### src/rtl/ps2_pkg.sv
// Shared PS/2 receiver definitions: frame FSM states and protocol byte codes.
package ps2_pkg;

   typedef enum logic [1:0] {
      ST_IDLE   = 2'd0,
      ST_DATA   = 2'd1,
      ST_PARITY = 2'd2,
      ST_STOP   = 2'd3
   } ps2_state_e;

   localparam logic [7:0] BYTE_E0 = 8'hE0;
   localparam logic [7:0] BYTE_F0 = 8'hF0;
   localparam logic [7:0] BYTE_E1 = 8'hE1;
   localparam logic [7:0] BYTE_AA = 8'hAA;
   localparam logic [7:0] BYTE_FA = 8'hFA;
   localparam logic [7:0] BYTE_FE = 8'hFE;
   localparam logic [7:0] BYTE_EE = 8'hEE;
   localparam logic [7:0] BYTE_00 = 8'h00;
   localparam logic [7:0] BYTE_FF = 8'hFF;

   // Bytes that are protocol chatter (ack, BAT, echo, pause lead-in) rather than key codes.
   function automatic logic is_discard(input logic [7:0] b);
      return (b == BYTE_E1) || (b == BYTE_AA) || (b == BYTE_FA) || (b == BYTE_FE) ||
             (b == BYTE_EE) || (b == BYTE_00) || (b == BYTE_FF);
   endfunction

endpackage

### src/rtl/ps2_line_filter.sv
// Two-flop synchroniser plus run-length glitch filter for a PS/2 line; emits a falling-edge strobe.
module ps2_line_filter #(
   parameter int FILT_LEN = 8
) (
   input  logic clk_sys,
   input  logic rst_n,
   input  logic line_in,
   output logic fall_stb
);

   localparam int CNT_W = $clog2(FILT_LEN + 1);

   logic             sync_p0;
   logic             sync_p1;
   logic             prev_p2;
   logic             line_filt;
   logic [CNT_W-1:0] run_cnt;

   // The filtered level flips only after FILT_LEN successive samples repeat a level different from it.
   always_ff @(posedge clk_sys or negedge rst_n) begin
      if (!rst_n) begin
         sync_p0   <= 1'b1;
         sync_p1   <= 1'b1;
         prev_p2   <= 1'b0;
         line_filt <= 1'b0;
         run_cnt   <= '0;
         fall_stb  <= 1'b0;
      end else begin
         sync_p0  <= line_in;
         sync_p1  <= sync_p0;
         prev_p2  <= sync_p1;
         fall_stb <= 1'b0;
         if ((sync_p1 != line_filt) && (sync_p1 == prev_p2)) begin
            if (run_cnt == CNT_W'(FILT_LEN - 1)) begin
               line_filt <= sync_p1;
               fall_stb  <= line_filt & ~sync_p1;
               run_cnt   <= '0;
            end else begin
               run_cnt <= run_cnt + 1'b1;
            end
         end else begin
            run_cnt <= '0;
         end
      end
   end

endmodule

### src/rtl/ps2_key_rx.sv
// PS/2 keyboard receiver: frames bytes, tracks E0/F0 prefixes and emits toggle-flagged key events.
// Optional held-key repeat suppression is enabled by defining PS2_REPEAT_FILTER_EN.
module ps2_key_rx
   import ps2_pkg::*;
#(
   parameter int FILT_LEN = 8,
   parameter int TIMEOUT  = 4096
) (
   input  logic        clk_sys,
   input  logic        I_RESETn,
   input  logic        ps2_clk_in,
   input  logic        ps2_dat_in,
   output logic [10:0] ps2_key,
   output logic        frame_err
);

   localparam logic [15:0] TO_LAST = 16'(TIMEOUT - 1);

   logic       fall_stb;
   logic       dat_p0;
   logic       dat_p1;
   ps2_state_e state;
   logic [2:0] bit_cnt;
   logic [7:0] shift_p1;
   logic       par_p1;
   logic [15:0] idle_cnt;
   logic       ext;
   logic       brk;

   logic       frame_ok;
   logic       is_e0;
   logic       is_f0;
   logic       is_disc;
   logic       suppress;
   logic       emit;

   ps2_line_filter #(.FILT_LEN(FILT_LEN)) u_clk_filt (
      .clk_sys  (clk_sys),
      .rst_n    (I_RESETn),
      .line_in  (ps2_clk_in),
      .fall_stb (fall_stb)
   );

   always_ff @(posedge clk_sys or negedge I_RESETn) begin
      if (!I_RESETn) begin
         dat_p0 <= 1'b1;
         dat_p1 <= 1'b1;
      end else begin
         dat_p0 <= ps2_dat_in;
         dat_p1 <= dat_p0;
      end
   end

   // Stop-bit decode: odd weight across data+parity and a high stop bit.
   always_comb begin
      frame_ok = (^{shift_p1, par_p1}) & dat_p1;
      is_e0    = (shift_p1 == BYTE_E0);
      is_f0    = (shift_p1 == BYTE_F0);
      is_disc  = is_discard(shift_p1);
   end

`ifdef PS2_REPEAT_FILTER_EN
   logic [511:0] held;
   logic [8:0]   held_idx;

   assign held_idx = {ext, shift_p1};
   assign suppress = ~brk & held[held_idx];

   always_ff @(posedge clk_sys or negedge I_RESETn) begin
      if (!I_RESETn) begin
         held <= '0;
      end else if (emit) begin
         held[held_idx] <= ~brk;
      end
   end
`else
   assign suppress = 1'b0;
`endif

   assign emit = fall_stb && (state == ST_STOP) && frame_ok &&
                 !is_e0 && !is_f0 && !is_disc && !suppress;

   always_ff @(posedge clk_sys or negedge I_RESETn) begin
      if (!I_RESETn) begin
         state     <= ST_IDLE;
         bit_cnt   <= '0;
         shift_p1  <= '0;
         par_p1    <= 1'b0;
         idle_cnt  <= '0;
         ext       <= 1'b0;
         brk       <= 1'b0;
         ps2_key   <= '0;
         frame_err <= 1'b0;
      end else begin
         frame_err <= 1'b0;
         if (fall_stb) begin
            idle_cnt <= '0;
            case (state)
               ST_IDLE: begin
                  if (!dat_p1) begin
                     state   <= ST_DATA;
                     bit_cnt <= '0;
                  end
               end
               ST_DATA: begin
                  shift_p1 <= {dat_p1, shift_p1[7:1]};
                  bit_cnt  <= bit_cnt + 1'b1;
                  if (bit_cnt == 3'd7) state <= ST_PARITY;
               end
               ST_PARITY: begin
                  par_p1 <= dat_p1;
                  state  <= ST_STOP;
               end
               default: begin
                  state <= ST_IDLE;
                  if (!frame_ok) begin
                     frame_err <= 1'b1;
                     ext       <= 1'b0;
                     brk       <= 1'b0;
                  end else if (is_e0) begin
                     ext <= 1'b1;
                  end else if (is_f0) begin
                     brk <= 1'b1;
                  end else begin
                     ext <= 1'b0;
                     brk <= 1'b0;
                     if (emit) ps2_key <= {~ps2_key[10], ~brk, ext, shift_p1};
                  end
               end
            endcase
         end else begin
            if (idle_cnt != 16'hFFFF) idle_cnt <= idle_cnt + 1'b1;
            // A stalled frame is abandoned; an edge in the same cycle wins (handled above).
            if ((state != ST_IDLE) && (idle_cnt == TO_LAST)) begin
               state     <= ST_IDLE;
               frame_err <= 1'b1;
               ext       <= 1'b0;
               brk       <= 1'b0;
            end
         end
      end
   end

endmodule

### config.mk
export PLATFORM = sky130hd
export DESIGN_NAME = ps2_key_rx
export DESIGN_NICKNAME = d
export VERILOG_FILES = /design/src/rtl/ps2_pkg.sv /design/src/rtl/ps2_line_filter.sv /design/src/rtl/ps2_key_rx.sv
export SDC_FILE = /design/constraint.sdc
export NUM_CORES = 1
export LEC_CHECK = 0
export CORE_UTILIZATION = 47
export DETAILED_ROUTE_END_ITERATION = 10
export GPL_ROUTABILITY_DRIVEN = 0
export PLACE_DENSITY = 0.65
export SLEW_MARGIN = 30
export SYNTH_ARGS = -nofsm -noshare
export SYNTH_HDL_FRONTEND = slang
export SYNTH_SLANG_ARGS = --single-unit
### constraint.sdc
create_clock -name clk_sys -period 4.4 [get_ports clk_sys]
set_clock_uncertainty 0.1 [all_clocks]
set_input_delay 0.88 -clock clk_sys [delete_from_list [all_inputs] [get_ports clk_sys]]
set_output_delay 0.88 -clock clk_sys [all_outputs]
set_load 0.05 [all_outputs]
; Yosys cells after proc, flatten, opt, wreduce, memory -nomap -nowiden
; Index checks and enable logic that the tools add are counted.
[totals]
ff_bits = 55
latch_bits = 0
mem_bits_rw = 0
rom_bits = 0
input_bits = 4
mem_count = 0
[op_classes]
add_sub_neg = 3
n_mul = 0
div = 0
order_cmp = 0
n_eq_ne = 23
shift = 0
n_mux = 28
bitwise_logic = 8
n_reduce_logical = 32
[ops]
columns = cell, n
row1 = "== test 8 bit, second input constant", 8
row2 = two-way mux 16 bit, 2
row3 = two-way mux 1 bit, 17
row4 = "adder 16 x 1 -> 16 bit, second input constant", 1
row5 = "== test 16 x 12 -> 1 bit, second input constant", 1
row6 = "inequality test 16 bit, second input constant", 1
row7 = AND reduction 3 bit, 4
row8 = "inequality test 3 bit, second input constant", 3
row9 = parity 9 bit, 1
row10 = zero test 8 bit, 1
row11 = two-way mux 2 bit, 4
row12 = two-way mux 4 bit, 2
row13 = nonzero test 2 bit, 4
row14 = logical AND 1 bit, 7
row15 = logical OR 1 bit, 6
row16 = NOT 1 bit, 6
row17 = case mux 2 bit (3 select lines), 1
row18 = case mux 3 bit (2 select lines), 1
row19 = AND reduction 2 bit, 3
row20 = AND reduction 6 bit, 1
row21 = "adder 4 x 1 -> 4 bit, second input constant", 1
row22 = "== test 2 bit, second input constant", 2
row23 = "== test 4 x 3 -> 1 bit, second input constant", 1
row24 = "inequality test 2 bit, second input constant", 2
row25 = 11 further kinds, 14

; Depth between registers and ports, before layout
[logic_depth]
depth_word = 10
mapped_depth = 7

; Modules after synthesis
; A second synthesis with hierarchy kept.
[unflattened]
hier_cells = 231
hier_area_um2 = 2672.6
[by_module_without_submodules]
columns = module, n_inst, cells_per_inst, area_per_inst_um2, seq_area_each_um2
row1 = ps2_key_rx, 1, 203, 2314.7, 1153.6
row2 = ps2_line_filter, 1, 28, 357.8, 227.7

; Worst setup path before layout
; No wires, ideal clock.
[synth_timing]
path_kind = reg2reg
start = register shift_p1[3]
end = register ps2_key[1]
t_arrival_ps = 2054
slack_ps = 2121
stages_incl_launch_ff = 8
path_cell_list = dfrtp_1 > buf_6 > xnor2_1 > xnor3_1 > xor2_1 > nor4_2 > buf_6 > mux2_4
[synth_between]
elab_chain_len = 10
elab_cells_between_ends = 27
[synth_lines]
columns = item, line_no
row1 = "start, declared", ps2_key_rx.sv:24  ; logic [7:0] shift_p1;
row2 = "start signal, assigned", ps2_key_rx.sv:106  ; shift_p1 <= {dat_p1, shift_p1[7:1]};
row3 = == test 8 bit, ps2_pkg.sv:23  ; return (b == BYTE_E1) || (b == BYTE_AA) || (b == BYTE_FA) || (b == BYTE_FE) ||
row4 = logical OR 1 bit (4 in a row), ps2_pkg.sv:23
row5 = logical OR 1 bit (2 in a row), ps2_pkg.sv:24  ; (b == BYTE_EE) || (b == BYTE_00) || (b == BYTE_FF);
row6 = zero test 1 bit, ps2_key_rx.sv:81  ; !is_e0 && !is_f0 && !is_disc && !suppress;
row7 = logical AND 1 bit, ps2_key_rx.sv:81
row8 = AND reduction 6 bit (no line) *, -
row9 = "end signal, assigned", ps2_key_rx.sv:127  ; if (emit) ps2_key <= {~ps2_key[10], ~brk, ext, shift_p1};
row10 = "end, declared", ps2_key_rx.sv:13  ; output logic [10:0] ps2_key,
; Mark *: on every way between the ends. The rest lies on a longest branch, timed or not.
; A chain may end at the register's enable or synchronous reset.

; Worst setup path after layout
[layout_timing]
start = register ps2_key[1]
end = output ps2_key[1]
; No word-level cell between the ends.

==> flow_metrics.env <==
export IMPL_status="finished clean"
export IMPL_cp_cell_sequence="clkdlybuf4s50_1"
export IMPL_clk_root_buffer_cell="clkbuf_8"
export IMPL_cts_tree="yes"
export IMPL_path_delay_family="buffers and inverters"
export IMPL_io_pins=16
export IMPL_synth_cell_types=41
export IMPL_synth_ff_type="dfrtp_1"
export IMPL_yosysWarnings=0
export IMPL_synth_top_area_cell="dfrtp_1"
export IMPL_grt_util_met2_pct=24.0
export IMPL_syn_nets=249
export IMPL_drv_cap=0
export IMPL_wire_per_inst_um=13.1
export IMPL_finalNetCount=263
export IMPL_cts_sinks=55
export IMPL_postRouteAntennaNets=0
export IMPL_initial_core_util_pct=48.5
export IMPL_grt_max_degree=37
export IMPL_drc_errors=0
export IMPL_busiest_layer="met2"
export IMPL_dieHeight_um=77.4
export IMPL_clk_pin_slew_worst_paths_ns=0.09
export IMPL_cp_data_required_time_ns=3.42
export IMPL_min_path_type="flop to flop"
export IMPL_vias=1721
export IMPL_die_w_um=77.4
export IMPL_gr_total_overflow=0
export IMPL_start_kind="flop"
export IMPL_synth_enable_flop_cells=0
export IMPL_maxSlewHeadroom_pct=46.5
export IMPL_r2r_cells=6
export IMPL_irDropWorstVdd_mv=0.173
export IMPL_tns_ns=0
export IMPL_dieArea_um2=5990
export IMPL_clockBufferDepth=2
export IMPL_cellPowerDensity_nw_per_um2=271
export IMPL_critPathLaunch="ps2_key[1]$_DFFE_PN0P_"
export IMPL_finalHoldViolations=0
export IMPL_finalMaxSlewViolations=0
export IMPL_r2r_start="shift_p1[4]$_DFFE_PN0P_"
export IMPL_synthTopCellsByArea="dfrtp_1, xnor2_1, ha_1"
export IMPL_dr_pass1_iters=4
export IMPL_drive_above_1_share_pct=13.6
export IMPL_cts_max_level=2
export IMPL_synth_top_area_share_pct=47.8
export IMPL_postCtsResizedCells=0
export IMPL_arrival_ns=1.47
export IMPL_worst_path_max_delay_cell="clkdlybuf4s50_1"
export IMPL_met1_usage_pct=22.2
export IMPL_min_from="dat_p0$_DFF_PN1_"
export IMPL_fin_cells=322
export IMPL_grt_pass1_vias=1587
export IMPL_synth_seq_area_share_pct=51.7
export IMPL_antenna_found_initial=0
export IMPL_nFillCells=489
export IMPL_coreArea_um2=5510
export IMPL_use_met3_pct=3.65
export IMPL_critical_path_class="flop to output pin"
export IMPL_r2r_slack_ns=1.98
export IMPL_worst_path_stages=1
export IMPL_synth_avg_cell_area_um2=11.4
export IMPL_grt_pass1_wl_um=7480
export IMPL_cts_setup_buffers=0
export IMPL_r2r_end="ps2_key[0]$_DFFE_PN0P_"
export IMPL_synth_most_common_cell="dfrtp_1"
export IMPL_rsz0062_at_grt="false"
export IMPL_drt_total_wl_um=4210
export IMPL_ctsHoldBuffers=0
export IMPL_via_per_inst=5.34
export IMPL_syn_inst=235
export IMPL_dr_first_iter_drc_count=68
export IMPL_async_flop_share_pct=100
export IMPL_grt_usage_pct=15.9
export IMPL_synth_top_cells_by_count="dfrtp_1, nor2_1, xnor2_1"
export IMPL_antenna_cells=0
export IMPL_critPathMaxStageDelay_ns=0.80
export IMPL_crit_path_end="ps2_key[1]"
export IMPL_min_period_ns=2.45
export IMPL_max_freq_mhz=408
export IMPL_place_hpwl_um=2900
export IMPL_worst_pin_slew_ns=0.803
export IMPL_port_buffers=15
export IMPL_critPathMaxFanout=2
export IMPL_netlist_area_um2=2670
export IMPL_syn_to_final_growth_pct=10.4
export IMPL_ys_ff_latch=55
export IMPL_clock_latency_ns=0.30
export IMPL_end_kind="output pin"
export IMPL_placedCellCount=314
export IMPL_setup_viol_count_final=0
export IMPL_critPathBufInv=1
export IMPL_rows=27
export IMPL_p_leak_nw=1.29
export IMPL_numCtsBuffers=5
export IMPL_finalCritPeriodShare_pct=55.7
==> state kept, by name (all words and copies together) (netlist names), 2 cells and up <==
| register | cells |
|---|---|
| idle_cnt | 16 |
| ps2_key | 11 |
| shift_p1 | 8 |
| u_clk_filt.run_cnt | 4 |
| bit_cnt | 3 |
| state | 2 |
==> area by class of cell <==
class / count / area (um^2) / area share (%)
flip-flops and latches: 55 / 1380 / 46.9
multi-input cells: 161 / 1200 / 40.6
repair buffers: 17 / 160 / 5.44
well taps: 72 / 90.1 / 3.06
clock buffers: 6 / 72.6 / 2.46
inverters: 9 / 33.8 / 1.15
clock inverters: 2 / 12.5 / 0.425
==> kinds of logic (layout without fill, tap and decap cells) <==
logic type,count (synthesis),in the layout,synth area share (%)
AND/OR/NAND/NOR,77,77,13.8
flip-flops,55,55,51.7
AO/OA/AOI/OAI,30,30,7.92
XOR/XNOR,23,23,8.34
multiplexers,21,21,9.84
buffers and inverters,19,34,3.65
adder cells (fa/ha/maj),10,10,4.69
==> cells in the final DEF (no fill, tap or decap), types with 2 or more instances in the layout <==
| cell type | instances |
|---|---|
| xnor2_1 | 17 |
| a21oi_1 | 4 |
| o22a_1 | 2 |
| a211oi_1 | 4 |
| mux2_2 | 9 |
| and3_1 | 3 |
| nand2_1 | 16 |
| nor4_1 | 4 |
| buf_4 | 2 |
| nor3_1 | 3 |
| xor2_1 | 4 |
| nand4_1 | 4 |
| mux2_4 | 8 |
| inv_1 | 9 |
| a2111oi_0 | 4 |
| a31oi_1 | 2 |
| nand2b_1 | 2 |
| o21ai_0 | 6 |
| dfstp_2 | 4 |
| nor2_1 | 26 |
| dfrtp_1 | 51 |
| ha_1 | 10 |
| nand3_1 | 12 |
| a32o_1 | 2 |
| mux2i_1 | 3 |
| nor2b_1 | 2 |
| clkdlybuf4s50_1 | 14 |
| clkbuf_8 | 5 |
==> metrics by stage <==
| step | hold WS (ns) | power (mW) | util [%] | setup slack (ns) | cell area [um^2] |
|---|---|---|---|---|---|
| after floorplan | 0.245 | 0.526 | - | 2.12 | 2670 |
| after global placement | 0.247 | 0.540 | 51.9 | 2.00 | 2860 |
| after detailed placement | 0.247 | 0.541 | 52.0 | 1.99 | 2860 |
| after CTS | 0.257 | 0.813 | 53.5 | 1.93 | 2950 |
| after global routing | 0.270 | 0.837 | 53.5 | 1.88 | 2950 |
| final | 0.261 | 0.798 | 53.5 | 1.95 | 2950 |
==> per-layer routing <==
metal | up-vias | wire [um] | share of wire [%]
met5 | - | 0 | 0
met3 | 8 | 121 | 2.9
met1 | 840 | 2180 | 52
li1 | 848 | - | -
met4 | 0 | 72 | 1.7
met2 | 25 | 1840 | 44
==> power breakdown <==
part	leakage, nW	internal, mW	total (mW)	switching (mW)
clock network	0.0412	0.112	0.269	0.157
registers	0.737	0.510	0.513	0.00245
logic	0.516	0.00487	0.0171	0.0122
==> worst min-delay path by stage <==
stage / slack (ns) / endpoint / cells past startpoint
after floorplan: 0.25 / dat_p1$_DFF_PN1_ / 0
after global placement: 0.25 / dat_p1$_DFF_PN1_ / 0
after detailed placement: 0.25 / dat_p1$_DFF_PN1_ / 0
after CTS: 0.26 / dat_p1$_DFF_PN1_ / 0
after global routing: 0.27 / u_clk_filt.sync_p1$_DFF_PN1_ / 0
final: 0.26 / dat_p1$_DFF_PN1_ / 0
No activity file was read; power rests on OpenSTA's default activity.
